--- config.mk ---
export PLATFORM = sky130hd
export DESIGN_NAME = cr16_test_sequencer_flat
export DESIGN_NICKNAME = d
export VERILOG_FILES = /design/src/rtl/cr16_test_sequencer_if.sv /design/src/rtl/cr16_test_sequencer.sv /design/src/flat_wrapper.sv
export SDC_FILE = /design/constraint.sdc
export NUM_CORES = 1
export LEC_CHECK = 0
export BUFFER_PORTS_ARGS = -buffer_cell sky130_fd_sc_hd__buf_2
export CAP_MARGIN = 30
export CORE_ASPECT_RATIO = 1.5
export CORE_MARGIN = 2
export CORE_UTILIZATION = 47
export DETAILED_ROUTE_END_ITERATION = 6
export MAX_ROUTING_LAYER = met4
export PLACE_DENSITY_LB_ADDON = 0.1
export RECOVER_POWER = 100
export SLEW_MARGIN = 25
export SYNTH_ARGS = -nofsm -noshare
export SYNTH_HDL_FRONTEND = slang
export SYNTH_SLANG_ARGS = --single-unit
--- constraint.sdc ---
create_clock -name clk -period 2.97 [get_ports clk]
set_input_delay 0.297 -clock clk [delete_from_list [all_inputs] [get_ports clk]]
set_output_delay 0.297 -clock clk [all_outputs]
set_load 0.01 [all_outputs]
--- src/rtl/cr16_test_sequencer_if.sv ---
// Step-ROM and datapath bundle for cr16_test_sequencer.
// master = sequencer side, slave = ROM/datapath side.
interface cr16_test_sequencer_if #(
    parameter int DATA_WIDTH = 16,
    parameter int REG_COUNT  = 16,
    parameter int PROG_BITS  = 4,
    parameter int STEP_BITS  = 5,
    parameter int OP_BITS    = 8
);
    localparam int RW = $clog2(REG_COUNT);
    localparam int AW = PROG_BITS + STEP_BITS;
    localparam int SW = OP_BITS + 2 * RW + 2 * DATA_WIDTH + 3;

    logic [AW-1:0]         step_addr;
    logic [SW-1:0]         step_word;
    logic [OP_BITS-1:0]    alu_op;
    logic [RW-1:0]         rdest;
    logic [RW-1:0]         rsrc;
    logic [DATA_WIDTH-1:0] imm;
    logic                  imm_sel;
    logic                  reg_wr_en;
    logic [DATA_WIDTH-1:0] alu_result;

    modport master (
        output step_addr, alu_op, rdest, rsrc,
        output imm, imm_sel, reg_wr_en,
        input  step_word, alu_result
    );

    modport slave (
        input  step_addr, alu_op, rdest, rsrc,
        input  imm, imm_sel, reg_wr_en,
        output step_word, alu_result
    );
endinterface

--- src/rtl/cr16_test_sequencer.sv ---
// ROM-driven CR16 datapath test sequencer, 3 cycles per step.
// Optional CR16_SEQ_FAIL_CAPTURE_EN adds fail_addr/fail_data capture.
module cr16_test_sequencer #(
    parameter int DATA_WIDTH   = 16,
    parameter int REG_COUNT    = 16,
    parameter int PROG_BITS    = 4,
    parameter int STEP_BITS    = 5,
    parameter int OP_BITS      = 8,
    parameter int ERR_BITS     = 8,
    parameter int STOP_ON_FAIL = 0
) (
    input  logic                 clk,
    input  logic                 nrst,
    input  logic                 enable,
    input  logic                 start,
    input  logic [PROG_BITS-1:0] prog_sel,
    cr16_test_sequencer_if.master bus,
    output logic                 busy,
    output logic                 done,
    output logic                 pass,
    output logic [ERR_BITS-1:0]  err_count
`ifdef CR16_SEQ_FAIL_CAPTURE_EN
    ,
    output logic [PROG_BITS+STEP_BITS-1:0] fail_addr,
    output logic [DATA_WIDTH-1:0]          fail_data
`endif
);
    localparam int RW    = $clog2(REG_COUNT);
    localparam int SW    = OP_BITS + 2 * RW + 2 * DATA_WIDTH + 3;
    localparam int B_EXP = 3;
    localparam int B_IMM = B_EXP + DATA_WIDTH;
    localparam int B_RS  = B_IMM + DATA_WIDTH;
    localparam int B_RD  = B_RS + RW;
    localparam int B_OP  = B_RD + RW;

    typedef enum logic [2:0] {
        S_IDLE, S_FETCH, S_EXEC, S_NEXT, S_DONE
    } state_t;

    state_t                state_q, state_d;
    logic [STEP_BITS-1:0]  idx_q, idx_d;
    logic [PROG_BITS-1:0]  prog_q, prog_d;
    logic [SW-1:0]         step_q, step_d;
    logic [ERR_BITS-1:0]   err_q, err_d;
    logic                  pass_q, pass_d;
`ifdef CR16_SEQ_FAIL_CAPTURE_EN
    logic [PROG_BITS+STEP_BITS-1:0] fa_q, fa_d;
    logic [DATA_WIDTH-1:0]          fd_q, fd_d;
`endif

    logic                  f_last, f_check, f_isel;
    logic [DATA_WIDTH-1:0] f_exp, f_imm;
    logic [RW-1:0]         f_rs, f_rd;
    logic [OP_BITS-1:0]    f_op;
    logic                  mismatch;

    assign f_last  = step_q[0];
    assign f_check = step_q[1];
    assign f_isel  = step_q[2];
    assign f_exp   = step_q[B_EXP +: DATA_WIDTH];
    assign f_imm   = step_q[B_IMM +: DATA_WIDTH];
    assign f_rs    = step_q[B_RS +: RW];
    assign f_rd    = step_q[B_RD +: RW];
    assign f_op    = step_q[B_OP +: OP_BITS];

    assign mismatch = f_check && (bus.alu_result != f_exp);

    assign bus.step_addr = {prog_q, idx_q};
    assign busy      = (state_q == S_FETCH) || (state_q == S_EXEC)
                    || (state_q == S_NEXT);
    assign done      = (state_q == S_DONE);
    assign pass      = pass_q;
    assign err_count = err_q;
`ifdef CR16_SEQ_FAIL_CAPTURE_EN
    assign fail_addr = fa_q;
    assign fail_data = fd_q;
`endif

    // State and step bookkeeping registers
    always_ff @(posedge clk or negedge nrst) begin
        if (!nrst) begin
            state_q <= S_IDLE;
            idx_q   <= '0;
            prog_q  <= '0;
            step_q  <= '0;
            err_q   <= '0;
            pass_q  <= 1'b1;
`ifdef CR16_SEQ_FAIL_CAPTURE_EN
            fa_q    <= '0;
            fd_q    <= '0;
`endif
        end else begin
            state_q <= state_d;
            idx_q   <= idx_d;
            prog_q  <= prog_d;
            step_q  <= step_d;
            err_q   <= err_d;
            pass_q  <= pass_d;
`ifdef CR16_SEQ_FAIL_CAPTURE_EN
            fa_q    <= fa_d;
            fd_q    <= fd_d;
`endif
        end
    end

    // Next-state, datapath drive and result scoring; enable=0 freezes all
    always_comb begin
        state_d       = state_q;
        idx_d         = idx_q;
        prog_d        = prog_q;
        step_d        = step_q;
        err_d         = err_q;
        pass_d        = pass_q;
`ifdef CR16_SEQ_FAIL_CAPTURE_EN
        fa_d          = fa_q;
        fd_d          = fd_q;
`endif
        bus.alu_op    = '0;
        bus.rdest     = '0;
        bus.rsrc      = '0;
        bus.imm       = '0;
        bus.imm_sel   = 1'b0;
        bus.reg_wr_en = 1'b0;

        unique case (state_q)
            S_IDLE: begin
                if (start && enable) begin
                    prog_d  = prog_sel;
                    idx_d   = '0;
                    err_d   = '0;
                    pass_d  = 1'b1;
`ifdef CR16_SEQ_FAIL_CAPTURE_EN
                    fa_d    = '0;
                    fd_d    = '0;
`endif
                    state_d = S_FETCH;
                end
            end
            S_FETCH: begin
                if (enable) begin
                    step_d  = bus.step_word;
                    state_d = S_EXEC;
                end
            end
            S_EXEC: begin
                bus.alu_op    = f_op;
                bus.rdest     = f_rd;
                bus.rsrc      = f_rs;
                bus.imm       = f_imm;
                bus.imm_sel   = f_isel;
                bus.reg_wr_en = enable;
                if (enable) begin
                    if (mismatch) begin
                        if (err_q != {ERR_BITS{1'b1}})
                            err_d = err_q + 1'b1;
                        pass_d = 1'b0;
`ifdef CR16_SEQ_FAIL_CAPTURE_EN
                        if (pass_q) begin
                            fa_d = bus.step_addr;
                            fd_d = bus.alu_result;
                        end
`endif
                    end
                    state_d = S_NEXT;
                end
            end
            S_NEXT: begin
                if (enable) begin
                    if (f_last || (idx_q == {STEP_BITS{1'b1}})
                        || ((STOP_ON_FAIL != 0) && !pass_q)) begin
                        state_d = S_DONE;
                    end else begin
                        idx_d   = idx_q + 1'b1;
                        state_d = S_FETCH;
                    end
                end
            end
            S_DONE: begin
                if (enable)
                    state_d = S_IDLE;
            end
            default: state_d = S_IDLE;
        endcase
    end
endmodule

--- src/flat_wrapper.sv ---
// flat-port wrapper written by rule: the top's interface ports become plain ports
module cr16_test_sequencer_flat 
#(
    parameter int DATA_WIDTH   = 16,
    parameter int REG_COUNT    = 16,
    parameter int PROG_BITS    = 4,
    parameter int STEP_BITS    = 5,
    parameter int OP_BITS      = 8,
    parameter int ERR_BITS     = 8,
    parameter int STOP_ON_FAIL = 0
)
  (clk, nrst, enable, start, prog_sel, busy, done, pass, err_count, bus_step_addr, bus_alu_op, bus_rdest, bus_rsrc, bus_imm, bus_imm_sel, bus_reg_wr_en, bus_step_word, bus_alu_result);
  cr16_test_sequencer_if #(.DATA_WIDTH(DATA_WIDTH), .REG_COUNT(REG_COUNT), .PROG_BITS(PROG_BITS), .STEP_BITS(STEP_BITS), .OP_BITS(OP_BITS)) bus_i ();
  input  logic clk;
  input  logic nrst;
  input  logic enable;
  input  logic start;
  input  logic [PROG_BITS-1:0] prog_sel;
  output logic busy;
  output logic done;
  output logic pass;
  output logic [ERR_BITS-1:0] err_count;
  output wire logic [$bits(bus_i.step_addr)-1:0] bus_step_addr;
  output wire logic [$bits(bus_i.alu_op)-1:0] bus_alu_op;
  output wire logic [$bits(bus_i.rdest)-1:0] bus_rdest;
  output wire logic [$bits(bus_i.rsrc)-1:0] bus_rsrc;
  output wire logic [$bits(bus_i.imm)-1:0] bus_imm;
  output wire logic [$bits(bus_i.imm_sel)-1:0] bus_imm_sel;
  output wire logic [$bits(bus_i.reg_wr_en)-1:0] bus_reg_wr_en;
  input wire logic [$bits(bus_i.step_word)-1:0] bus_step_word;
  input wire logic [$bits(bus_i.alu_result)-1:0] bus_alu_result;
  assign bus_step_addr = bus_i.step_addr;
  assign bus_alu_op = bus_i.alu_op;
  assign bus_rdest = bus_i.rdest;
  assign bus_rsrc = bus_i.rsrc;
  assign bus_imm = bus_i.imm;
  assign bus_imm_sel = bus_i.imm_sel;
  assign bus_reg_wr_en = bus_i.reg_wr_en;
  assign bus_i.step_word = bus_step_word;
  assign bus_i.alu_result = bus_alu_result;
  cr16_test_sequencer #(.DATA_WIDTH(DATA_WIDTH), .REG_COUNT(REG_COUNT), .PROG_BITS(PROG_BITS), .STEP_BITS(STEP_BITS), .OP_BITS(OP_BITS), .ERR_BITS(ERR_BITS), .STOP_ON_FAIL(STOP_ON_FAIL)) u_core (.clk(clk), .nrst(nrst), .enable(enable), .start(start), .prog_sel(prog_sel), .bus(bus_i), .busy(busy), .done(done), .pass(pass), .err_count(err_count));
endmodule
---- Word level (Yosys, flattened, before mapping) ----
Cells that the tools add are included.
W data, S select, Z words.
word-level totals
  bits in latches ......................... 0
  ROM bits ................................ 0
  bits in registers ....................... 72
  RAM bits ................................ 0
  output and inout port bits .............. 54
  input bits .............................. 75
  memories ................................ 0
cells by class
  bitwise logic cells ..................... 0
  multiply operators ...................... 0
  $add $sub $neg .......................... 2
  equal/unequal tests ..................... 15
  order comparisons ....................... 0
  mux-type cells .......................... 26
  div/mod/pow operators ................... 0
  shift-type cells ........................ 0
  reduce and logical (&&, ||, !) cells .... 14
operator list
  kind                   count
  $mux W8                5
  $mux W3                6
  $mux W16               1
  $ne A16 B16 Y1         1
  $pmux W8 S2            1
  $mux W5                3
  $pmux W3 S5            1
  $ne A2 B2 Y1 const B   6
  $pmux W5 S2            1
  $reduce_and A5 Y1      2
  $add A8 B1 Y8 const B  1
  $mux W4                2
  $ne A8 B8 Y1 const B   1
  $reduce_and A4 Y1      2
  $eq A3 B2 Y1 const B   2
  $add A5 B1 Y5 const B  1
  $eq A5 B5 Y1 const B   1
  $mux W1                5
  $ne A2 B1 Y1 const B   2
  $reduce_and A2 Y1      2
  $reduce_bool A2 Y1     2
  $eq A3 B1 Y1 const B   1
  $eq A3 B3 Y1 const B   1
  $logic_not A3 Y1       1
  3 further kinds        6

---- Logic depth before layout (Yosys ltp) ----
  depth in word-level cells ............... 5
  mapped depth ............................ 8

---- Worst setup path after synthesis ----
Ideal clock, no wire load.
  path type ............................... reg2reg
  from .................................... register u_core.idx_q[0]
  to ...................................... register u_core.idx_q[3]
  setup time .............................. 0.120 ns
  stages on the path, launching flop included .. 9
  setup slack ............................. 0.907 ns
  arrival time ............................ 1.944 ns
  cells stage by stage .................... dfrtp_1 > ha_1 > and3_1 > ha_1 > or3b_4 > nor3_4 > nand4_1 > xor2_1 > nor2_2
on the way
  longest elaborated chain between the ends .. 4
RTL lines
  element                                                  line                                                    RTL
  start: declaration                                       cr16_test_sequencer.sv:41                               logic [STEP_BITS-1:0] idx_q, idx_d;
  start signal: assignment                                 cr16_test_sequencer.sv:94                               idx_q <= idx_d;
  $add A5 B1 Y5 / $eq A5 B5 Y1 (equally long branches)     cr16_test_sequencer.sv:173, cr16_test_sequencer.sv:169
  $mux W5 / $logic_or A1 B1 Y1 (equally long branches)     cr16_test_sequencer.sv:169                              if (f_last || (idx_q == {STEP_BITS{1'b1}})
  $mux W5 / $ne A2 B2 Y1 (equally long branches)           n/a
  $pmux W5 S2 / $reduce_and A4 Y1 (equally long branches)  n/a
Parallel ways exist; a longest one is shown, timed or not. The select of a mux whose other input is x is not followed.
A chain may end at the register's enable or synchronous reset.

---- Final worst setup path ----
  from .................................... register u_core.state_q[2]
  to ...................................... output bus_imm[3]
on the way
  longest elaborated chain between the ends .. 2
RTL lines
  element                   line                        RTL
  start: declaration        cr16_test_sequencer.sv:40   state_t state_q, state_d;
  start signal: assignment  cr16_test_sequencer.sv:93   state_q <= state_d;
  $eq A3 B2 Y1              cr16_test_sequencer.sv:125  unique case (state_q)
  $mux W16                  cr16_test_sequencer.sv:125
  end: declaration          flat_wrapper.sv:27          output wire logic [$bits(bus_i.imm)-1:0] bus_imm;
Every way passes these cells.

==> reports/qor.tcl <==
set qor(synth_top_family_by_area) {multiplexers}
set qor(cts_num_sinks) 72
set qor(synthesis.area_per_instance_sq_um) 11.72
set qor(final_antenna_net_count) 0
set qor(die_w_microns) 73.67
set qor(rsz_0062_raised_after_global_routing) {no}
set qor(drt_drc_violations_left) 0
set qor(cts.reportedPaths.clkPinSlew_ps) 70
set qor(final_nets) 497
set qor(floorplan_core_area_sq_um) 7132
set qor(worst_skew_pair.late_latency_ps) 340
set qor(hold_violations) 0
set qor(leakage_nw) 2.118
set qor(mappedNetlistArea_sq_um) 3422
set qor(antennaDiodeCount) 0
set qor(detailedRoute.firstPassIterationCount) 4
set qor(layout_setup_ws_ps) 507.0
set qor(routedLengthMet1_mm) 3.222
set qor(route.met3.wl_microns) 436
set qor(cts_hold_buf) 0
set qor(post_synth_num_cell_types) 36
set qor(synth-edff-count) 0
set qor(final-instance-count-excl-fill) 504
set qor(buffer_ports.inserted) 128
set qor(crit_path_end_kind) {primary output}
set qor(via_count) 2670
set qor(proportion_of_layout_cells_with_a_drive_suffix_above_1_pct) 38.21
set qor(floorplan_die_area_sq_um) 7994
set qor(syn2layout_area_growth_pct) 24.28
set qor(cellPowerDensity_nw_per_um2) 972.3
set qor(number_of_antenna_violations_at_the_first_check_in_global_routing) 0
set qor(sequential_to_total_area_share_from_yosys_stat_pct) 52.69
set qor(synthArstFlopShare_pct) 100.0
set qor(period_share_pct) 82.93
set qor(io_pins) 129
set qor(synth_compound_gate_area_share_pct) 4.826
set qor(max-slew-margin-rel_pct) -15.36
set qor(finClkSkew_ps) 5.330
set qor(synth_mux_area_share_pct) 16.78
set qor(synthFlopType) {dfrtp_1}
set qor(avgViaCountPerCell) 5.298
set qor(drt-initial-drc-count) 139
set qor(finalHoldWorstSlack_ps) 146.4
set qor(number_of_global_route_vias_before_repair) 2725
set qor(avgRoutedWirePerCell_microns) 15.05
set qor(layout.core_utilization_pct) 59.63
set qor(clk_root_buf) {clkbuf_8}
set qor(place.detailed.instances) 486
set qor(std_cell_rows) 38
set qor(largest_net_degree_at_the_start_of_global_routing) 73
set qor(dpl_worst_slack_ps) 824.2
set qor(criticalPathCategory) {flip-flop to primary output}
set qor(timing.critical_path.cells) {nor2_1 -> clkbuf_2 -> and3_1 -> clkbuf_1}
set qor(tightestPinTransition_ps) 1730
set qor(cpPeakStageDelay_ps) 530
set qor(cts-htree-levels) 3
set qor(fin_crit_ps) 2463
set qor(max_clock_freq_mhz) 406.0
set qor(synth_xor_area_share_pct) 5.119
set qor(floorplan.die.height_microns) 108.5
set qor(netlist_top_cells_area) {dfrtp_1 (52%), mux2_2 (17%), and3_1 (6.6%), xor2_1 (4.9%), nand2_1 (2.1%)}
set qor(violated_checks) {capacitance limit, slew limit}
set qor(finalWeightedCongestion) 0.8017
set qor(floorplan.initialDensity_pct) 47.98
set qor(grt.overflow.total) 0
set qor(route.top_layer_used) {met4}
set qor(crit_path_top_delay_cell) {clkbuf_2}
set qor(setup_tns_ps) 0
set qor(post_synth_fa_ha_maj_area_fraction_pct) 1.097
set qor(drt-total-wl_mm) 7.584
set qor(worstPathArrival_ps) 2170
set qor(required_ps) 2670
set qor(global_route_wire_length_before_repair_mm) 12.39
set qor(post-cts-setup-buffer-count) 0
set qor(post_synthesis_net_count) 370
set qor(cts_tree) {yes}
set qor(synth-simple-area-share_pct) 16.16
set qor(setup_viols_final) 0
set qor(path_max_fanout) 32
set qor(yosys.area.top_type) {dfrtp_1}
set qor(wl_met2_mm) 3.821
set qor(ys_seq_elements) 72
set qor(critPathLaunchType) {flip-flop}
set qor(postSynthCellCount) 292
set qor(ys.warnings.count) 0
set qor(cts-root-to-sink-buffers) 2
set qor(timing.hold.worst.class) {input port to flip-flop}
set qor(cts_inserted_buffers) 9
set qor(cap_violations) 1
set qor(run_status) {finished, violations left}
set qor(dpl.hpwl_mm) 5.224
set qor(synth_top_area_share_pct) 51.92
set qor(post_cts_resized) 0
set qor(groute.usage.overall_pct) 20.54
set qor(vdd_drop_max_uv) 500.8
set qor(timing_max_transition_violations_final) 30
through the flow:
stage	cell area [sq um]	power, W
after floorplan	3422	0.002960
after global placement	4120	0.003474
after detailed placement	4120	0.003526
after CTS	4304	0.004260
after global routing	4253	0.004459
final	4253	0.004135
kinds of logic (layout without fill, tap and decap cells):
kind of cell | after synthesis | after routing
xor gates and xnor gates | 20 | 20
AOI/OAI and AO/OA | 21 | 21
muxes | 51 | 51
DFF | 72 | 72
and+or+nand+nor | 99 | 99
adders and majority gates | 3 | 3
buffers and inverters | 26 | 158
path summary, 6_finish.rpt:
check                                  start                 to  slack [ps]  depth (start not counted)
hold / removal                   prog_sel[0]   u_core.prog_q[0]         150                          3
max in group asynchronous               nrst  u_core.step_q[13]        1020                          2
hold reg to reg             u_core.prog_q[0]   u_core.prog_q[0]         480                          2
setup / recovery           u_core.state_q[2]         bus_imm[3]         510                          4
setup reg to reg           u_core.state_q[0]  u_core.step_q[28]         730                          4
min in group asynchronous               nrst   u_core.prog_q[2]         950                          2
critical path: cells and delay by family, from the launching register on:
kind                   cells  cell delay [ps]
DFF                        1              480
buffers and inverters      2              690
and+or+nand+nor            2              660
cell type report:
cell class                      count  area (sq um)
Fill cell                         654          2879
Sequential cell                    72          1803
Multi-Input combinational cell    194          1495
Timing Repair Buffer              134         640.6
Clock buffer                       13         168.9
Tap cell                           80         100.1
Inverter                            8         30.03
Clock inverter                      3         15.01
cell usage in the layout (no fill, tap or decap), types with 2 or more instances in the layout:
cell | Yosys | routed
o21ai_0 | 1 | 2
buf_2 | 7 | 87
mux2_2 | 51 | 51
clkinv_2 | 0 | 3
nand3_1 | 13 | 13
clkbuf_8 | 0 | 12
xor2_1 | 19 | 19
nor4_1 | 4 | 4
and3_1 | 36 | 36
a21o_1 | 2 | 2
a22o_1 | 2 | 2
clkbuf_1 | 9 | 43
clkbuf_2 | 0 | 2
ha_1 | 3 | 3
dfrtp_1 | 71 | 71
nor3_1 | 3 | 4
o211ai_1 | 9 | 9
nand2_1 | 19 | 20
nor3_4 | 2 | 2
inv_1 | 8 | 8
nor2_1 | 11 | 11
nand4_1 | 4 | 4
per-layer routing:
metal | vias up | global-route usage, %
met3 | 10 | 4.939
met5 | - | -
li1 | 1287 | -
met2 | 88 | 33.04
met4 | 0 | 7.662
met1 | 1285 | 24.77
cell usage after synthesis (2+ instances only):
library cell / number
dfrtp_1: 71
mux2_2: 51
and3_1: 36
nand2_1: 19
xor2_1: 19
nand3_1: 13
nor2_1: 11
clkbuf_1: 9
o211ai_1: 9
inv_1: 8
buf_2: 7
nand4_1: 4
nor4_1: 4
ha_1: 3
nor3_1: 3
a21o_1: 2
a22o_1: 2
buf_4: 2
nor3_4: 2
sequential cells by signal (all words and copies together) (netlist names):
signal and count:
u_core.step_q 51, u_core.err_count 8, u_core.pass 1, u_core.idx_q 5
u_core.prog_q 4, u_core.state_q 3
report_power, final:
part	total [W]	internal, W	switching, W
clock	0.000722	0.000368	0.000354
combinational	0.00162	0.000804	0.000819
sequential	0.00179	0.00146	0.000329
(Power assumes the default switching activity.)
